## src/rtl/neuron_layer_ctrl_if.sv

```systemverilog
`default_nettype none
// ============================================================================
//  Module      : neuron_layer_ctrl_if
//  Description : Bundle of the layer-control, weight-store, datapath and
//                result-buffer signals around the neuron layer sequencer.
//                The master modport is the sequencer, the slave modport is
//                the surrounding environment.
//  Revision    : 1.0 - initial release
// ============================================================================
interface neuron_layer_ctrl_if #(
    parameter int AW = 4
);
    // layer-level control
    logic          start;
    logic [AW:0]   num_neurons;
    logic [63:0]   x_in;
    logic          busy;
    logic          done;
    logic          err;
    // weight store
    logic          wmem_rd;
    logic [AW-1:0] wmem_addr;
    logic [79:0]   wmem_data;
    // neuron datapath
    logic [63:0]   nu_x;
    logic [63:0]   nu_w;
    logic [15:0]   nu_bias;
    logic          nu_valid;
    logic [31:0]   nu_out;
    // result buffer
    logic          res_wr;
    logic [AW-1:0] res_addr;
    logic [31:0]   res_data;

    modport master (
        input  start, num_neurons, x_in, wmem_data, nu_out,
        output busy, done, err, wmem_rd, wmem_addr,
               nu_x, nu_w, nu_bias, nu_valid, res_wr, res_addr, res_data
    );

    modport slave (
        output start, num_neurons, x_in, wmem_data, nu_out,
        input  busy, done, err, wmem_rd, wmem_addr,
               nu_x, nu_w, nu_bias, nu_valid, res_wr, res_addr, res_data
    );
endinterface
`default_nettype wire

```

## src/rtl/neuron_layer_ctrl.sv

```systemverilog
`default_nettype none
// ============================================================================
//  Module      : neuron_layer_ctrl
//  Description : Sequencer for one fully-connected layer on a shared,
//                pipelined 4-input neuron datapath. Latches the input vector,
//                streams one neuron's weights/bias per cycle from the weight
//                store, tracks in-flight neurons with a tag pipeline and
//                writes each result to the result buffer in index order.
//  Revision    : 1.0 - initial release
// ============================================================================
module neuron_layer_ctrl #(
    parameter int AW       = 4,
    parameter int PIPE_LAT = 6
) (
    input  wire logic           clock,
    input  wire logic           reset,
    neuron_layer_ctrl_if.master bus
);

    // Largest legal neuron count, 2**AW, expressed in the count's width.
    localparam logic [AW:0] c_N_MAX = {1'b1, {AW{1'b0}}};

    typedef enum logic [1:0] {
        S_IDLE   = 2'd0,
        S_ISSUE  = 2'd1,
        S_DRAIN  = 2'd2,
        S_FINISH = 2'd3
    } state_t;

    state_t        r_state;
    logic [AW:0]   r_count;
    logic [63:0]   r_nu_x;
    logic          r_wmem_rd;
    logic [AW-1:0] r_wmem_addr;
    logic          r_nu_valid;
    logic [AW-1:0] r_nu_idx;
    logic          r_busy;
    logic          r_done;
    logic          r_err;

    // Each tag entry is {valid, neuron index}; the tail lines up with nu_out.
    logic [AW:0]   r_tag [PIPE_LAT];

    logic          w_count_ok;
    logic          w_last_issue;
    logic          w_tag_any;
    logic          w_pipe_empty;
    logic [AW:0]   w_tail;

    assign w_count_ok   = (bus.num_neurons != '0) && (bus.num_neurons <= c_N_MAX);
    assign w_last_issue = ({1'b0, r_wmem_addr} == (r_count - 1'b1));
    assign w_pipe_empty = !r_nu_valid && !w_tag_any;
    assign w_tail       = r_tag[PIPE_LAT-1];

    // Any neuron still in flight anywhere in the tag pipeline.
    always_comb begin
        w_tag_any = 1'b0;
        for (int i = 0; i < PIPE_LAT; i++) begin
            w_tag_any = w_tag_any | r_tag[i][AW];
        end
    end

    // Layer FSM, issue counter, operand-stage register and status flags.
    always_ff @(posedge clock or posedge reset) begin
        if (reset) begin
            r_state     <= S_IDLE;
            r_count     <= '0;
            r_nu_x      <= '0;
            r_wmem_rd   <= 1'b0;
            r_wmem_addr <= '0;
            r_nu_valid  <= 1'b0;
            r_nu_idx    <= '0;
            r_busy      <= 1'b0;
            r_done      <= 1'b0;
            r_err       <= 1'b0;
        end else begin
            r_done     <= 1'b0;
            r_err      <= 1'b0;
            // Weight data arrives one cycle after the read, so the operand
            // stage is simply the read strobe and address delayed by one.
            r_nu_valid <= r_wmem_rd;
            r_nu_idx   <= r_wmem_addr;
            case (r_state)
                S_IDLE: begin
                    // A start coinciding with a done pulse is not a new request.
                    if (bus.start && !r_done) begin
                        if (w_count_ok) begin
                            r_nu_x      <= bus.x_in;
                            r_count     <= bus.num_neurons;
                            r_wmem_rd   <= 1'b1;
                            r_wmem_addr <= '0;
                            r_busy      <= 1'b1;
                            r_state     <= S_ISSUE;
                        end else begin
                            r_done <= 1'b1;
                            r_err  <= 1'b1;
                        end
                    end
                end
                S_ISSUE: begin
                    if (w_last_issue) begin
                        r_wmem_rd   <= 1'b0;
                        r_wmem_addr <= '0;
                        r_state     <= S_DRAIN;
                    end else begin
                        r_wmem_addr <= r_wmem_addr + 1'b1;
                    end
                end
                S_DRAIN: begin
                    if (w_pipe_empty) begin
                        r_done  <= 1'b1;
                        r_state <= S_FINISH;
                    end
                end
                S_FINISH: begin
                    r_busy  <= 1'b0;
                    r_state <= S_IDLE;
                end
                default: begin
                    r_state <= S_IDLE;
                end
            endcase
        end
    end

    // Tag pipeline: shifts every cycle, matching the datapath latency.
    always_ff @(posedge clock or posedge reset) begin
        if (reset) begin
            for (int i = 0; i < PIPE_LAT; i++) begin
                r_tag[i] <= '0;
            end
        end else begin
            r_tag[0] <= {r_nu_valid, r_nu_idx};
            for (int i = 1; i < PIPE_LAT; i++) begin
                r_tag[i] <= r_tag[i-1];
            end
        end
    end

    assign bus.wmem_rd   = r_wmem_rd;
    assign bus.wmem_addr = r_wmem_addr;
    assign bus.nu_x      = r_nu_x;
    assign bus.nu_w      = r_nu_valid ? bus.wmem_data[63:0]  : '0;
    assign bus.nu_bias   = r_nu_valid ? bus.wmem_data[79:64] : '0;
    assign bus.nu_valid  = r_nu_valid;
    assign bus.res_wr    = w_tail[AW];
    assign bus.res_addr  = w_tail[AW] ? w_tail[AW-1:0] : '0;
    assign bus.res_data  = w_tail[AW] ? bus.nu_out : '0;
    assign bus.busy      = r_busy;
    assign bus.done      = r_done;
    assign bus.err       = r_err;

endmodule
`default_nettype wire
```

## src/flat_wrapper.sv

```systemverilog
// flat-port wrapper written by rule: the top's interface ports become plain ports
module neuron_layer_ctrl_flat 
#(
    parameter int AW       = 4,
    parameter int PIPE_LAT = 6
)
  (clock, reset, bus_start, bus_num_neurons, bus_x_in, bus_wmem_data, bus_nu_out, bus_busy, bus_done, bus_err, bus_wmem_rd, bus_wmem_addr, bus_nu_x, bus_nu_w, bus_nu_bias, bus_nu_valid, bus_res_wr, bus_res_addr, bus_res_data);
  neuron_layer_ctrl_if #(.AW(AW)) bus_i ();
  input  wire logic clock;
  input  wire logic reset;
  input wire logic [$bits(bus_i.start)-1:0] bus_start;
  input wire logic [$bits(bus_i.num_neurons)-1:0] bus_num_neurons;
  input wire logic [$bits(bus_i.x_in)-1:0] bus_x_in;
  input wire logic [$bits(bus_i.wmem_data)-1:0] bus_wmem_data;
  input wire logic [$bits(bus_i.nu_out)-1:0] bus_nu_out;
  output wire logic [$bits(bus_i.busy)-1:0] bus_busy;
  output wire logic [$bits(bus_i.done)-1:0] bus_done;
  output wire logic [$bits(bus_i.err)-1:0] bus_err;
  output wire logic [$bits(bus_i.wmem_rd)-1:0] bus_wmem_rd;
  output wire logic [$bits(bus_i.wmem_addr)-1:0] bus_wmem_addr;
  output wire logic [$bits(bus_i.nu_x)-1:0] bus_nu_x;
  output wire logic [$bits(bus_i.nu_w)-1:0] bus_nu_w;
  output wire logic [$bits(bus_i.nu_bias)-1:0] bus_nu_bias;
  output wire logic [$bits(bus_i.nu_valid)-1:0] bus_nu_valid;
  output wire logic [$bits(bus_i.res_wr)-1:0] bus_res_wr;
  output wire logic [$bits(bus_i.res_addr)-1:0] bus_res_addr;
  output wire logic [$bits(bus_i.res_data)-1:0] bus_res_data;
  assign bus_i.start = bus_start;
  assign bus_i.num_neurons = bus_num_neurons;
  assign bus_i.x_in = bus_x_in;
  assign bus_i.wmem_data = bus_wmem_data;
  assign bus_i.nu_out = bus_nu_out;
  assign bus_busy = bus_i.busy;
  assign bus_done = bus_i.done;
  assign bus_err = bus_i.err;
  assign bus_wmem_rd = bus_i.wmem_rd;
  assign bus_wmem_addr = bus_i.wmem_addr;
  assign bus_nu_x = bus_i.nu_x;
  assign bus_nu_w = bus_i.nu_w;
  assign bus_nu_bias = bus_i.nu_bias;
  assign bus_nu_valid = bus_i.nu_valid;
  assign bus_res_wr = bus_i.res_wr;
  assign bus_res_addr = bus_i.res_addr;
  assign bus_res_data = bus_i.res_data;
  neuron_layer_ctrl #(.AW(AW), .PIPE_LAT(PIPE_LAT)) u_core (.clock(clock), .reset(reset), .bus(bus_i));
endmodule
```

## config.mk

```make
export PLATFORM = sky130hd
export DESIGN_NAME = neuron_layer_ctrl_flat
export DESIGN_NICKNAME = d
export VERILOG_FILES = /design/src/rtl/neuron_layer_ctrl_if.sv /design/src/rtl/neuron_layer_ctrl.sv /design/src/flat_wrapper.sv
export SDC_FILE = /design/constraint.sdc
export NUM_CORES = 1
export LEC_CHECK = 0
export CELL_PAD_IN_SITES_DETAIL_PLACEMENT = 1
export CELL_PAD_IN_SITES_GLOBAL_PLACEMENT = 1
export CORE_MARGIN = 5
export CORE_UTILIZATION = 27
export CTS_BUF_LIST = sky130_fd_sc_hd__clkbuf_4 sky130_fd_sc_hd__clkbuf_8
export DETAILED_ROUTE_END_ITERATION = 7
export PLACE_DENSITY = 0.85
export SYNTH_ARGS = -nofsm -noshare
export SYNTH_HDL_FRONTEND = slang
export SYNTH_SLANG_ARGS = --single-unit
export TNS_END_PERCENT = 30
```

## constraint.sdc

```tcl
create_clock -name clock -period 10.7 [get_ports clock]
set_input_delay 1.605 -clock clock [delete_from_list [all_inputs] [get_ports clock]]
set_output_delay 1.605 -clock clock [all_outputs]
set_load 0.05 [all_outputs]
```

==> results of run 1 <==
## worst register-to-register path: cells and delay by family, from the launching register on
family,cells,cell delay [ns]
buffers and inverters,2,0.80
multiplexers,1,0.71
AND/OR/NAND/NOR,2,0.56
flip-flops,1,0.42
AO/OA/AOI/OAI,2,0.40
adder cells (fa/ha/maj),1,0.25
## per-layer routing
metal	part of all wire, %	up-vias	track usage, %
li1	-	2017	-
met1	35	2144	20.3
met2	52	188	31.8
met3	11	32	7.49
met4	2.1	8	6.09
met5	0.27	-	0
## flip-flops by register name, summed over array words and instances (netlist names)
signal,count
u_core.r_state,2
u_core.r_tag,25
u_core.bus.wmem_rd,1
u_core.bus.busy,1
u_core.r_count,5
u_core.w_tail,5
u_core.bus.err,1
u_core.r_nu_idx,4
u_core.bus.nu_valid,1
u_core.bus.nu_x,64
u_core.bus.done,1
u_core.bus.wmem_addr,4
## how the worst min path moves through the flow
stage                          startpoint                          to  slack [ns]
3_5_place_dp   u_core.r_tag[16]$_DFF_PP0_  u_core.r_tag[11]$_DFF_PP0_        0.34
2_1_floorplan  u_core.r_tag[15]$_DFF_PP0_  u_core.r_tag[10]$_DFF_PP0_        0.33
6_report        u_core.r_tag[5]$_DFF_PP0_  u_core.w_tail[0]$_DFF_PP0_        0.34
4_1_cts         u_core.r_tag[5]$_DFF_PP0_  u_core.w_tail[0]$_DFF_PP0_        0.35
3_3_place_gp    u_core.r_tag[6]$_DFF_PP0_  u_core.w_tail[1]$_DFF_PP0_        0.33
5_1_grt        u_core.r_tag[27]$_DFF_PP0_  u_core.r_tag[22]$_DFF_PP0_        0.36
## cell usage after synthesis (3+ instances only)
master and number:
a21o_1 3, and2_1 116, buf_2 7, clkbuf_1 14, dfrtp_1 114, ha_1 6, inv_1 8, mux2_2 66
nand2_1 8, o21ai_0 7, xnor2_1 3
## through the flow
stage | total power, W | std cells | worst slack (ns)
2_1_floorplan | 0.00189 | 384 | 6.08
4_1_cts | 0.00304 | 999 | 5.98
6_report | 0.00300 | 999 | 5.98
5_1_grt | 0.00314 | 999 | 5.92
3_5_place_dp | 0.00258 | 967 | 5.62
3_3_place_gp | 0.00252 | 967 | 5.85
## cell families (layout without fill, tap and decap cells)
group,Yosys count,in the layout
compound gates,20,20
xor+xnor,6,6
fa+ha+maj,6,6
buf+inv,29,415
flops,114,114
mux,68,68
simple gates,141,141
## cells in the final DEF (no fill, tap or decap), drive strengths merged, types with 3 or more instances in the layout
cell             n
bufinv           4
clkinv           6
clkbuf          18
o21ai            7
ha               6
mux2            67
a21o             4
and2           116
nor4             3
clkdlybuf4s50  373
dfrtp          114
inv             11
nand2            8
xnor2            3
## area by class of cell
type | instances | area (µm²) | area share, %
sequential | 114 | 2850 | 30.6
tap | 229 | 287 | 3.07
clock inverter | 14 | 203 | 2.17
clock buffer | 18 | 248 | 2.66
multi-input combinational | 241 | 1950 | 20.9
timing repair buffer | 375 | 3750 | 40.2
inverter | 8 | 32.5 | 0.349
## where the power goes
part,switching [W],internal (W)
clock network,0.000187,0.000263
logic,0.00114,0.000653
registers,0.000143,0.000608
total,0.00147,0.00152
==> summary.md, run 1 <==
| Metric | Value |
|---|---|
| FFs w/ async S/R, synth | `100%` |
| Ratio of cells with drive above 1 in the final layout | `14.0%` |
| CP Class | `in -> out` |
| Aggregate routed wire length | `20.4 mm` |
| Synthesized area | `4910 µm²` |
| ANT nets after route | `0` |
| GPL Wtd Cong | `0.785` |
| Largest family of logic cells by synthesized area | `simple AND/OR/NAND/NOR gates` |
| Leak pwr | `3.88 nW` |
| Peak supply drop | `0.207 mV` |
| Area growth from synthesis to layout | `89.9%` |
| Postcts setup bufs | `0` |
| Placed inst area | `8870 µm²` |
| Reg-to-Reg End | `u_core.bus.wmem_addr[2]$_DFFE_PP0P_` |
| Detailed placement HPWL | `16.7 mm` |
| Post-synthesis register bit count | `114` |
| # fillers | `1876` |
| Design area | `9330 µm²` |
| Starting Density | `27.3%` |
| RSZ-0062 raised after global routing | `false` |
| Status | `completed` |
| Total GRT Usage | `18.3%` |
| Clock skew | `0.00987 ns` |
| Final Max Tran Viols | `0` |
| Total congestion overflow | `0` |
| Worst Setup SP | `bus_wmem_data[29]` |
| Core Region | `18000 µm²` |
| CP Cell Sequence | `clkdlybuf4s50_1 -> and2_1 -> clkdlybuf4s50_1` |
| Crit Path Max Fanout | `1` |
| Synth Net Count | `574` |
| Power Density | `321 nW/µm²` |
| Clock Tree Root | `clkbuf_8` |
| Synth area leader | `dfrtp_1` |
| Worst hold path class | `reg -> reg` |
| Synth Area in Compound Gates | `3.18%` |
| Drt pass-1 iters | `4` |
| Min Tclk post-route | `4.72 ns` |
| Chip height | `145 µm` |
| Flop2flop setup slack | `7.51 ns` |
| Top cell type's share of synthesized area | `58.1%` |
| CTS tree | `yes` |
| Fmax | `212 MHz` |
| Post-synth cell types | `37` |
| Die ar. | `21000 µm²` |
| Multiplexer area fraction after synthesis | `15.6%` |
| Clock sink count | `114` |
| Longest Clk Path Bufs | `2` |
| Post-Synthesis Cells | `384` |
| Adder-cell share of the synthesized area | `1.53%` |
| Initial antenna violation count | `4` |
| Port buffer count | `373` |
| Die Wd | `145 µm` |
| Hold depth | `0` |
| Drt initial violations | `138` |
| Cts hold-fix bufs | `0` |
| Slew headroom | `28.6%` |
| Reg2Reg Launch Point | `u_core.r_state[1]$_DFFE_PP0P_` |
| Max Cap Viol | `0` |
| Fin nets | `947` |
| Slowest stage cell, crit path | `clkdlybuf4s50_1` |
| Largest cells by area after synthesis | `dfrtp_1 58%, mux2_2 15%, and2_1 15%` |
| Critical Path Sink Type | `output pin` |
| Yosys warnings | `0` |
| CP dominant cell by count | `clkdlybuf4s50_1` |
| Final setup violation count | `0` |
| WL per Instance | `20.4 µm` |
| Arrival time at the worst endpoint | `3.11 ns` |
| Vias per cell | `4.39` |
| Hold Vio Cnt, Final | `0` |
| H-tree lvl count | `4` |
| Crit path depth | `3` |
| Critical Path RT | `9.10 ns` |
| Post-synth EDFFs | `0` |
| Worst Setup EP | `bus_nu_w[29]` |
| Largest net degree at the start of global routing | `86` |
| WP buf/inv | `2` |
| Worst Tran Pin Value | `1.07 ns` |
| CTS buffer count | `17` |
| Main flop type after synthesis | `dfrtp_1` |
| Final Cycle Share | `44.1%` |
| CP startpoint kind | `input port` |
| Clk pin slew, worst setup/hold paths | `0.08 ns` |
| Worst skew pair latency | `0.44 ns` |
| Detailed-route DRC error count | `0` |
| Setup_tns | `0 ns` |
| Worst R2R Path Depth | `8` |
| Worst path top cell family by delay | `buffers and inverters` |
| Vias in the first global route | `4877` |
| Simple-Gate Fraction of Synth Area | `17.8%` |
| Hold Slack | `0.344 ns` |
| Post_cts resized | `0` |
| Max incr delay on CP | `0.84 ns` |
| Core Util, Final | `51.9%` |
| Ant diodes | `0` |
| DR vias | `4389` |
| Post-synthesis xor/xnor area fraction | `1.38%` |
| First-pass GRT wire length | `28.7 mm` |
| Rows | `49` |
| # IOs | `374` |
| Average cell area after synthesis | `12.8 µm²` |
| Register area share after synthesis | `58.1%` |
(Power assumes the default switching activity.)
==> run 2, diff against run 1 <==
--- a/config.mk
+++ b/config.mk
@@ -8,10 +8,10 @@
 export CELL_PAD_IN_SITES_DETAIL_PLACEMENT = 1
 export CELL_PAD_IN_SITES_GLOBAL_PLACEMENT = 1
 export CORE_MARGIN = 5
-export CORE_UTILIZATION = 27
+export CORE_UTILIZATION = 23
 export CTS_BUF_LIST = sky130_fd_sc_hd__clkbuf_4 sky130_fd_sc_hd__clkbuf_8
 export DETAILED_ROUTE_END_ITERATION = 7
-export PLACE_DENSITY = 0.85
+export PLACE_DENSITY = 0.77
 export SYNTH_ARGS = -nofsm -noshare
 export SYNTH_HDL_FRONTEND = slang
 export SYNTH_SLANG_ARGS = --single-unit
==> constraint.sdc (replaced) <==
create_clock -name clock -period 3.9 [get_ports clock]
set_input_delay 0.585 -clock clock [delete_from_list [all_inputs] [get_ports clock]]
set_output_delay 0.585 -clock clock [all_outputs]
set_load 0.05 [all_outputs]
==> run 2 against run 1 <==
Sequential share of layout area fell by 0.12 points. Utilization fell by 7.4 points. Via count fell by 0.64%. Cell count rose by 4.8%. Die area rose by 16%. Global-route usage fell by 2.5 points. Register-to-register slack got worse by 6.0 ns. Non-clock buffer count rose by 1. Combinational power rose to 2.7 times the previous value. Hold slack got worse by 0.0018 ns.
==> summary.md, run 2 (synthesized netlist as in run 1, its figures left out) <==
| Metric | Value |
|---|---|
| Min Tclk post-route | `3.21 ns` |
| Crit Path Max Fanout | `83` |
| Worst path top cell family by delay | `flip-flops` |
| Worst R2R Path Depth | `7` |
| Crit path depth | `2` |
| Aggregate routed wire length | `20.4 mm` |
| Rows | `53` |
| Drt pass-1 iters | `4` |
| Worst Setup SP | `u_core.bus.nu_valid$_DFF_PP0_` |
| Starting Density | `23.4%` |
| Vias in the first global route | `4817` |
| Total GRT Usage | `15.8%` |
| Initial antenna violation count | `1` |
| Worst skew pair latency | `0.43 ns` |
| Post_cts resized | `0` |
| Vias per cell | `4.17` |
| Detailed placement HPWL | `16.5 mm` |
| Clock sink count | `114` |
| Leak pwr | `3.86 nW` |
| Design area | `9360 µm²` |
| Flip-flop count of the largest register after layout | `64` |
| Postcts setup bufs | `0` |
| WL per Instance | `19.5 µm` |
| Chip height | `156 µm` |
| Clk pin slew, worst setup/hold paths | `0.08 ns` |
| Final Max Tran Viols | `0` |
| Power Density | `862 nW/µm²` |
| # IOs | `374` |
| CTS tree | `yes` |
| Commonest non-fill, non-tap cell in the layout | `clkdlybuf4s50_1` |
| Core Region | `21000 µm²` |
| WP buf/inv | `1` |
| Int Power | `0.00401 W` |
| Grt met2 use | `29.8%` |
| Placed inst area | `8960 µm²` |
| Met3 global-route usage | `5.69%` |
| DR vias | `4361` |
| GPL Wtd Cong | `0.826` |
| Slew headroom | `28.1%` |
| Final Cycle Share | `82.2%` |
| RSZ-0062 raised after global routing | `false` |
| GR Util met1 | `16.5%` |
| Area growth from synthesis to layout | `90.6%` |
| First-pass GRT wire length | `29.3 mm` |
| Detailed-route DRC error count | `0` |
| Hold depth | `0` |
| Worst hold path class | `reg -> reg` |
| H-tree lvl count | `4` |
| Hold Vio Cnt, Final | `0` |
| CP startpoint kind | `flop` |
| Longest Clk Path Bufs | `2` |
| Arrival time at the worst endpoint | `2.62 ns` |
| Max Cap Viol | `0` |
| Worst Tran Pin Value | `1.08 ns` |
| Fin nets | `948` |
| Slowest stage cell, crit path | `dfrtp_2` |
| Core Util, Final | `44.5%` |
| Power share of the combinational group | `60.9%` |
| Final setup violation count | `0` |
| Cts hold-fix bufs | `0` |
| Hold path startpoint | `u_core.r_tag[17]$_DFF_PP0_` |
| Clock Tree Root | `clkbuf_8` |
| Drt initial violations | `110` |
| Switching power | `0.00406 W` |
| CTS buffer count | `17` |
| Critical Path RT | `3.31 ns` |
| CP Cell Sequence | `and2_1 -> clkdlybuf4s50_1` |
| Status | `completed` |
| CP Class | `reg -> out` |
| Port buffer count | `373` |
| Fmax | `312 MHz` |
| Ratio of cells with drive above 1 in the final layout | `14.1%` |
| Clock skew | `0.0134 ns` |
| Reg2Reg Launch Point | `u_core.r_count[0]$_DFFE_PP0P_` |
| Peak supply drop | `0.448 mV` |
| ANT nets after route | `0` |
| Clock Power Share | `13.6%` |
| Placed insts | `1014` |
| # fillers | `2271` |
| Die Wd | `156 µm` |
| Setup_tns | `0 ns` |
| Critical Path Sink Type | `output pin` |
| Max incr delay on CP | `1.05 ns` |
| Die ar. | `24400 µm²` |
| Seq pwr share | `25.5%` |
| Total congestion overflow | `0` |
| Switching Fraction | `50.3%` |
| Non-filler instance count after layout | `1047` |
| Grt peak-use layer | `met2` |
| Largest net degree at the start of global routing | `84` |
| Commonest non-fill, non-tap cells in the layout | `373 x clkdlybuf4s50_1, 116 x and2_1, 113 x dfrtp_1` |
[run 2: cell types whose count changed in the layout (fill, tap and decap cells not counted)]
cell / change
bufinv_16: -3
buf_12: +2
inv_6: +2
inv_8: +2
buf_4: -1
clkinv_2: -1
clkinv_4: -1
clkinvlp_4: +1
diode_2: +1
[run 2: power groups by stage]
| stage | Clock (W) | Sequential, W | Combinational (W) |
|---|---|---|---|
| 2_1_floorplan | 0 | 0.00321 | 0.00198 |
| 3_3_place_gp | 0 | 0.00205 | 0.00489 |
| 4_1_cts | 0.00114 | 0.00207 | 0.00497 |
| 5_1_grt | 0.00120 | 0.00215 | 0.00511 |
| 6_report | 0.00109 | 0.00206 | 0.00491 |
| 3_5_place_dp | 0 | 0.00209 | 0.00495 |
[run 2: per-stage QoR]
step                      hold slack [ns]  total power (W)  worst slack, ns
final                               0.343          0.00807            0.695
after detailed placement            0.336          0.00704            0.701
after global placement              0.331          0.00694            0.798
after global routing                0.350          0.00846            0.454
after floorplan                     0.331          0.00519            0.299
after CTS                           0.348          0.00819            0.575
[run 2: area by class of cell]
| cell class | count | area [µm²] | area share (%) |
|---|---|---|---|
| timing repair buffer | 376 | 3780 | 40.4 |
| tap | 275 | 344 | 3.68 |
| antenna | 1 | 2.50 | 0.0267 |
| sequential | 114 | 2850 | 30.5 |
| multi-input combinational | 241 | 1950 | 20.9 |
| inverter | 8 | 32.5 | 0.348 |
| clock buffer | 18 | 248 | 2.65 |
| clock inverter | 14 | 146 | 1.56 |
[run 2: layer usage]
| metal | vias up | share of wire (%) |
|---|---|---|
| met2 | 200 | 55 |
| met4 | 0 | 1.5 |
| met1 | 2117 | 35 |
| li1 | 2024 | - |
| met3 | 20 | 8.7 |
| met5 | - | 0 |
[run 2: final timing paths]
kind | end | slack (ns)
max | bus_nu_w[12] | 0.69
min | u_core.r_tag[12]$_DFF_PP0_ | 0.34
max in group asynchronous | u_core.bus.nu_x[44]$_DFFE_PP0P_ | 2.45
min reg2reg | u_core.r_tag[12]$_DFF_PP0_ | 0.34
min in group asynchronous | u_core.bus.nu_x[23]$_DFFE_PP0P_ | 0.66
max reg2reg | u_core.r_state[1]$_DFFE_PP0P_ | 1.54
[run 2: worst register-to-register path: cells and delay by family (launching register included)]
family | cells | cell delay (ns)
DFF | 1 | 0.39
buffers and inverters | 1 | 0.09
adders and majority gates | 1 | 0.31
xor gates and xnor gates | 1 | 0.16
muxes | 1 | 0.34
and+or+nand+nor | 1 | 0.12
AOI/OAI and AO/OA | 2 | 0.85
